**src/rtl/ads7254.sv**
```systemverilog
// rtl/ads7254.sv - ADS7254 frame controller: CS/SCLK generation, SDI config shift, dual SDO capture
module ads7254 #(
   parameter int          HALF_PER = 2,
   parameter logic [15:0] CFG_WORD = 16'h0000,
   parameter int          CS_HOLD  = 4
) (
   input  logic        iCLK_100,
   input  logic        iRST_n,
   input  logic        iSYNC,
   input  logic        iSDOA,
   input  logic        iSDOB,
   output logic        oSDI,
   output logic        oCS_n,
   output logic        oCLK,
   output logic [11:0] odata_ch_A,
   output logic [11:0] odata_ch_B
);

   localparam int DW = (HALF_PER > 1) ? $clog2(HALF_PER) : 1;
   localparam int HW = (CS_HOLD > 1) ? $clog2(CS_HOLD) : 1;
   localparam logic [DW-1:0] DIV_LAST  = DW'(HALF_PER - 1);
   localparam logic [HW-1:0] HOLD_LAST = HW'(CS_HOLD - 1);

   typedef enum logic [2:0] {IDLE, SETUP, SHIFT, DONE, HOLD} state_t;

   state_t        state, state_n;
   logic          sync_q1, sync_q2, sync_q3, armed;
   logic [1:0]    init;
   logic          sync_rise;
   logic [DW-1:0] div, div_n;
   logic [5:0]    k, k_n;
   logic [HW-1:0] hcnt, hcnt_n;
   logic [11:0]   sha, sha_n, shb, shb_n, da_n, db_n;
   logic          cs_n_n, clk_n, sdi_n;

   // armed only sets once the synchroniser holds real samples and has seen iSYNC low,
   // so a level already high at reset release never looks like an edge
   always_ff @(posedge iCLK_100 or negedge iRST_n) begin
      if (!iRST_n) begin
         sync_q1 <= 1'b0;
         sync_q2 <= 1'b0;
         sync_q3 <= 1'b0;
         init    <= 2'b00;
         armed   <= 1'b0;
      end else begin
         sync_q1 <= iSYNC;
         sync_q2 <= sync_q1;
         sync_q3 <= sync_q2;
         init    <= {init[0], 1'b1};
         armed   <= armed | (init[1] & ~sync_q2);
      end
   end

   assign sync_rise = armed & sync_q2 & ~sync_q3;

   always_ff @(posedge iCLK_100 or negedge iRST_n) begin
      if (!iRST_n) begin
         state      <= IDLE;
         div        <= '0;
         k          <= '0;
         hcnt       <= '0;
         sha        <= '0;
         shb        <= '0;
         oCS_n      <= 1'b1;
         oCLK       <= 1'b1;
         oSDI       <= 1'b0;
         odata_ch_A <= '0;
         odata_ch_B <= '0;
      end else begin
         state      <= state_n;
         div        <= div_n;
         k          <= k_n;
         hcnt       <= hcnt_n;
         sha        <= sha_n;
         shb        <= shb_n;
         oCS_n      <= cs_n_n;
         oCLK       <= clk_n;
         oSDI       <= sdi_n;
         odata_ch_A <= da_n;
         odata_ch_B <= db_n;
      end
   end

   always_comb begin
      state_n = state;
      div_n   = div;
      k_n     = k;
      hcnt_n  = hcnt;
      sha_n   = sha;
      shb_n   = shb;
      da_n    = odata_ch_A;
      db_n    = odata_ch_B;
      cs_n_n  = oCS_n;
      clk_n   = oCLK;
      sdi_n   = oSDI;
      case (state)
         IDLE: begin
            if (sync_rise) begin
               state_n = SETUP;
               cs_n_n  = 1'b0;
               div_n   = '0;
               k_n     = '0;
               sha_n   = '0;
               shb_n   = '0;
            end
         end
         SETUP: begin
            if (div == DIV_LAST) begin
               state_n = SHIFT;
               div_n   = '0;
               clk_n   = 1'b0;
               sdi_n   = CFG_WORD[15];
            end else begin
               div_n = div + DW'(1);
            end
         end
         SHIFT: begin
            if (div == DIV_LAST) begin
               div_n = '0;
               if (!oCLK) begin
                  // rising edge k+1: every bit is shifted in, only the last 12 survive
                  clk_n = 1'b1;
                  k_n   = k + 6'd1;
                  sha_n = {sha[10:0], iSDOA};
                  shb_n = {shb[10:0], iSDOB};
               end else if (k == 6'd32) begin
                  state_n = DONE;
                  cs_n_n  = 1'b1;
                  sdi_n   = 1'b0;
                  da_n    = sha;
                  db_n    = shb;
               end else begin
                  // falling edge n = k+1 presents CFG_WORD[16-n]
                  clk_n = 1'b0;
                  sdi_n = (k < 6'd16) ? CFG_WORD[4'd15 - k[3:0]] : 1'b0;
               end
            end else begin
               div_n = div + DW'(1);
            end
         end
         DONE: begin
            state_n = HOLD;
            hcnt_n  = '0;
         end
         HOLD: begin
            if (hcnt == HOLD_LAST) state_n = IDLE;
            else                   hcnt_n  = hcnt + HW'(1);
         end
         default: state_n = IDLE;
      endcase
   end

endmodule

```
**config.mk**
```make
export PLATFORM = sky130hd
export DESIGN_NAME = ads7254
export DESIGN_NICKNAME = d
export VERILOG_FILES = /design/src/rtl/ads7254.sv
export SDC_FILE = /design/constraint.sdc
export NUM_CORES = 1
export LEC_CHECK = 0
export CAP_MARGIN = 0
export CORE_AREA = 2 2 69 137
export CTS_CLUSTER_SIZE = 8
export DETAILED_ROUTE_END_ITERATION = 8
export DIE_AREA = 0 0 71 139
export SLEW_MARGIN = 20
export SYNTH_ARGS = -nofsm -noshare
export SYNTH_HDL_FRONTEND = slang
export SYNTH_SLANG_ARGS = --single-unit
```
**constraint.sdc**
```tcl
create_clock -name iCLK_100 -period 2.5 [get_ports iCLK_100]
set_clock_uncertainty 0.15 [all_clocks]
set_input_delay 0.5 -clock iCLK_100 [delete_from_list [all_inputs] [get_ports iCLK_100]]
set_output_delay 0.5 -clock iCLK_100 [all_outputs]
set_load 0.01 [all_outputs]
```
; ---- Word level (Yosys, flattened, before mapping)
; Memories as Yosys holds them, arrays and structs flattened.
; Cells that the tools add are included.
[totals]
reg_bits = 69
rom_bits = 16
output_inout_bits = 27
elab_cells = 95
n_memories = 1
[classes]
n_addsub = 4
n_lt_le_gt_ge = 2
eq_ne = 14
muxes = 38
n_bitwise = 6
n_reduce_logical = 14
[mem_list]
columns = memory, words, word_bits, rd, rd_ports_with_merged_regs, write_ports, line
row1 = (name not given), 16, 1, 1, 0, 0, 135  ; sdi_n = (k < 6'd16) ? CFG_WORD[4'd15 - k[3:0]] : 1'b0;
[op_table]
columns = cell, n
row1 = $mux 12, 5
row2 = $pmux 12 s2, 2
row3 = $mux 3, 6
row4 = $mux 6, 3
row5 = $ne 2x2->1 const B, 8
row6 = $pmux 3 s5, 1
row7 = $mux 1, 14
row8 = $pmux 6 s2, 1
row9 = $reduce_and 4->1, 3
row10 = $pmux 1 s2, 4
row11 = $reduce_bool 2->1, 4
row12 = $add 6x1->6 const B, 1
row13 = $eq 3x2->1 const B, 2
row14 = $eq 6x6->1 const B, 1
row15 = $lt 6x5->1 const B, 1
row16 = $reduce_and 6->1, 1
row17 = $lt 4x5->1 const B, 1
row18 = $reduce_and 5->1, 1
row19 = $pmux 2 s2, 1
row20 = $reduce_and 2->1, 2
row21 = $sub 4x4->4 const A, 1
row22 = $and 1x1->1, 3
row23 = $eq 3x1->1 const B, 1
row24 = $eq 3x3->1 const B, 1
row25 = 9 further kinds, 10

; ---- Logic depth before layout (Yosys ltp)
[logic_depth]
depth_word = 8
depth_mapped = 7
mapped_depth_nobuf = 5

; ---- Worst setup path after synthesis
; No wires, ideal clock.
[synth_path]
path_type = reg-to-reg
start = register k[3]
end = register odata_ch_A[10]
arrival_ns = 1.822
t_required_ns = 2.225
setup_slack_ns = 0.403
path_stages_with_launch = 6
n_path_buf = 2
synth_period_minus_slack_ns = 2.097
path_cell_list = dfrtp_1 or3_1 or4_4 buf_6 buf_6 mux2_4
[synth_between]
elab_chain_cells = 2
[synth_rtl]
columns = item, line
row1 = "start, declared", 31  ; logic [5:0] k, k_n;
row2 = "start signal, assigned", 72  ; k <= k_n;
row3 = $eq 6x6->1, 126  ; end else if (k == 6'd32) begin
row4 = $reduce_and 4->1 (no source line), n/a
row5 = "end signal, assigned", 79  ; odata_ch_A <= da_n;
row6 = "end, declared", 15  ; output logic [11:0] odata_ch_A,
; Every way passes these cells.
; A chain may end at the register's enable or synchronous reset.

; ---- Worst setup path after layout
[layout_path]
start = register k[3]
end = register odata_ch_B[11]
[layout_between]
elab_chain_cells = 2
[layout_rtl]
columns = item, line
row1 = $eq 6x6->1, 126
row2 = $reduce_and 4->1 (no source line), n/a
row3 = "end signal, assigned", 80  ; odata_ch_B <= db_n;
row4 = "end, declared", 16  ; output logic [11:0] odata_ch_B
; Every way passes these cells.

==> out/metrics.yaml <==
hold_depth: 0
antenna_found_initial: 0
final.fill_count: 817
die_w_um: 71
ys_top_cells_by_area: "dfrtp_1, mux2_4, a32oi_1"
synth_most_common_cell: "dfrtp_1"
globalplace.congestion: 0.716
num-nets-final: 292
dpl_cell_area_um2: 3430
grt_pass1_vias: 2157
finalHoldViolations: 0
met2_length_um: 3280
yosysSeqAreaShare: 0.566
r2r_end: "odata_ch_B[11]$_DFFE_PN0P_"
synth_top_flop_cell: "dfrtp_1"
die_y_um: 139
synthXorXnorAreaFrac: 0
synth_commonest_cells: "dfrtp_1, inv_1, o21ai_0"
total_power_mw: 3.63
wl_um: 6280
avgSynthCellArea_um2: 12.0
start_util: 0.339
ir_worst_vdd_v: 0.000656
ctsRootBufferMaster: "clkbuf_16"
async_flop_share: 1.00
setup_tns_ns: 0
powerDensity_nw_per_um2: 952
r2r_start: "k[3]$_DFFE_PN0P_"
crit_family: "simple AND/OR/NAND/NOR gates"
yosys.area_share.simple: 0.0723
r2r_cells: 3
cpPeakStageDelay_ns: 0.74
hold_buffers: 1
hp-start: "init[0]$_DFF_PN0_"
final_area_um2: 3810
cts_resized: 0
p_comb_frac: 0.198
ant_nets: 0
port_buffers: 30
ys_ff_latch: 68
leakagePower_nw: 1.68
dr_total_vias: 2062
worst-path-buf-inv: 0
r2r_slack_ns: 0.29
power_switching_mw: 1.07
grt_max_degree: 50
cts.sinks: 68
path_class: "reg -> reg"
dp_hpwl_um: 4000
synth_edf_count: 0
highest_layer: "met4"
status: "finished, final reports clean"
worstPathArrival_ns: 2.27
synth_compound_area_frac: 0.162
synth_top_family_by_area: "compound AO/OA/AOI/OAI gates"
post_cts_buffers: 0
core-area_um2: 8890
track_usage: 0.135
setup_ws_ns: 0.293
grt_pass1_wl_um: 10600
netlist.area_leader.share: 0.549
cp_max_fo: 26
max_freq_mhz: 453
first_pass_iters: 4
holdPathEnd: "init[1]$_DFF_PN0_"
rsz0062_at_grt: "false"
rows: 49
num_antenna_cells: 0
synth_mux_area_frac: 0.116
drt_iter0_drc: 81
hp-class: "reg -> reg"
intPower_mw: 2.55
synthesis.nets: 259
cp_slowest_cell: "or4_4"
drive_gt1_frac: 0.194
setup_viol: 0
end_kind: "flip-flop"
path_clk_slew_ns: 0.06
power_frac_seq: 0.374
switching_share: 0.296
pre_cts_ws_ns: 0.292
synth_top_area_cell: "dfrtp_1"
finalCritPeriodShare: 0.883
netlist_instances: 251
drc_errors: 0
clkLatencyLatePin_ns: 0.33
cts_buffer_depth: 2
synthesis.area_um2: 3010
p_clk_frac: 0.428
ioPinCount: 32
min_period_ns: 2.21
viasPerCell: 5.27
synth.distinct_cells: 38
wl_met3_um: 135
dieArea_um2: 9870
maxCapViolations: 0
cts_made_buffers: 9
crit_required_ns: 2.56
gr-total-overflow: 0
drt-met1-wl_um: 2720
htreeDepth: 3
cp-start-kind: "flip-flop"
syn_to_final_growth_pct: 26.5
yosysWarningCount: 0
cts_tree: "done"
slew_viol_final: 0
timing.hold.ws_ns: 0.204
cp_cell_sequence: "or3_1 -> or4_4 -> mux2_4"
wl_per_cell_um: 16.1
synthAdderAreaFrac: 0.0125
## area by class of cell
type                       count  area (µm²)  share of cell area
timing repair buffer          39         378              0.0992
multi-input combinational    135        1120               0.293
clock inverter                 6         136              0.0358
sequential                    68        1700               0.448
inverter                      31         116              0.0306
clock buffer                  10         229              0.0601
tap                          102         128              0.0335
## state kept, by name, indices dropped and copies added, names as in the netlist
register    cells
init            2
oCS_n           1
div             1
odata_ch_B     12
sha            12
shb            12
odata_ch_A     12
sync_q3         1
hcnt            2
armed           1
state           3
oCLK            1
sync_q1         1
sync_q2         1
k               6
## how the worst max path moves through the flow
stage | from | to | slack, ns | cells past startpoint
final | k[3]$_DFFE_PN0P_ | odata_ch_B[11]$_DFFE_PN0P_ | 0.29 | 3
after global routing | k[3]$_DFFE_PN0P_ | odata_ch_A[9]$_DFFE_PN0P_ | 0.24 | 3
after global placement | k[3]$_DFFE_PN0P_ | odata_ch_A[1]$_DFFE_PN0P_ | 0.33 | 3
after detailed placement | k[3]$_DFFE_PN0P_ | odata_ch_A[1]$_DFFE_PN0P_ | 0.29 | 3
after floorplan | k[3]$_DFFE_PN0P_ | odata_ch_A[10]$_DFFE_PN0P_ | 0.40 | 5
after CTS | k[3]$_DFFE_PN0P_ | odata_ch_B[6]$_DFFE_PN0P_ | 0.28 | 3
## through the flow
stage               cells   util
floorplan             251      -
global placement      374  0.386
detailed placement    374  0.386
CTS                   391  0.428
global route          391  0.428
finish                391  0.428
## layer usage
metal / GRT usage / up-vias
met2: 0.222 / 26
met1: 0.167 / 1060
li1: - / 966
met3: 0.0262 / 10
met4: 0.0675 / 0
met5: 0 / -
## power by group through the flow
stage / logic, mW / clock network [mW] / registers (mW)
6_report: 0.717 / 1.55 / 1.36
5_1_grt: 0.784 / 1.63 / 1.37
4_1_cts: 0.725 / 1.57 / 1.35
3_5_place_dp: 0.720 / 0 / 1.37
3_3_place_gp: 0.696 / 0 / 1.36
2_1_floorplan: 0.503 / 0 / 1.31
## placed cells by master (no fill, tap or decap), types with 2 or more instances in the layout
cell type	netlist	routed
bufinv_16	0	4
dfrtp_1	66	66
o21ai_0	30	30
nand2b_1	4	4
a21oi_1	9	9
dfstp_2	2	2
a221oi_1	2	2
nand2_1	5	5
nor3b_1	2	2
mux2_2	6	6
clkbuf_16	0	9
ha_1	3	3
nor2_1	5	5
buf_4	1	7
a31o_2	2	2
nor4b_4	0	2
or3_1	4	4
nand4bb_1	2	2
conb_1	2	2
inv_1	31	31
mux2_4	18	18
clkdlybuf4s50_1	0	29
a32oi_1	25	25
## logic make-up after synthesis
family	after synthesis
adders and majority gates	3
other	2
and+or+nand+nor	32
muxes	25
buffers and inverters	48
AOI/OAI and AO/OA	73
DFF	68
No activity file was read; power rests on OpenSTA's default activity.
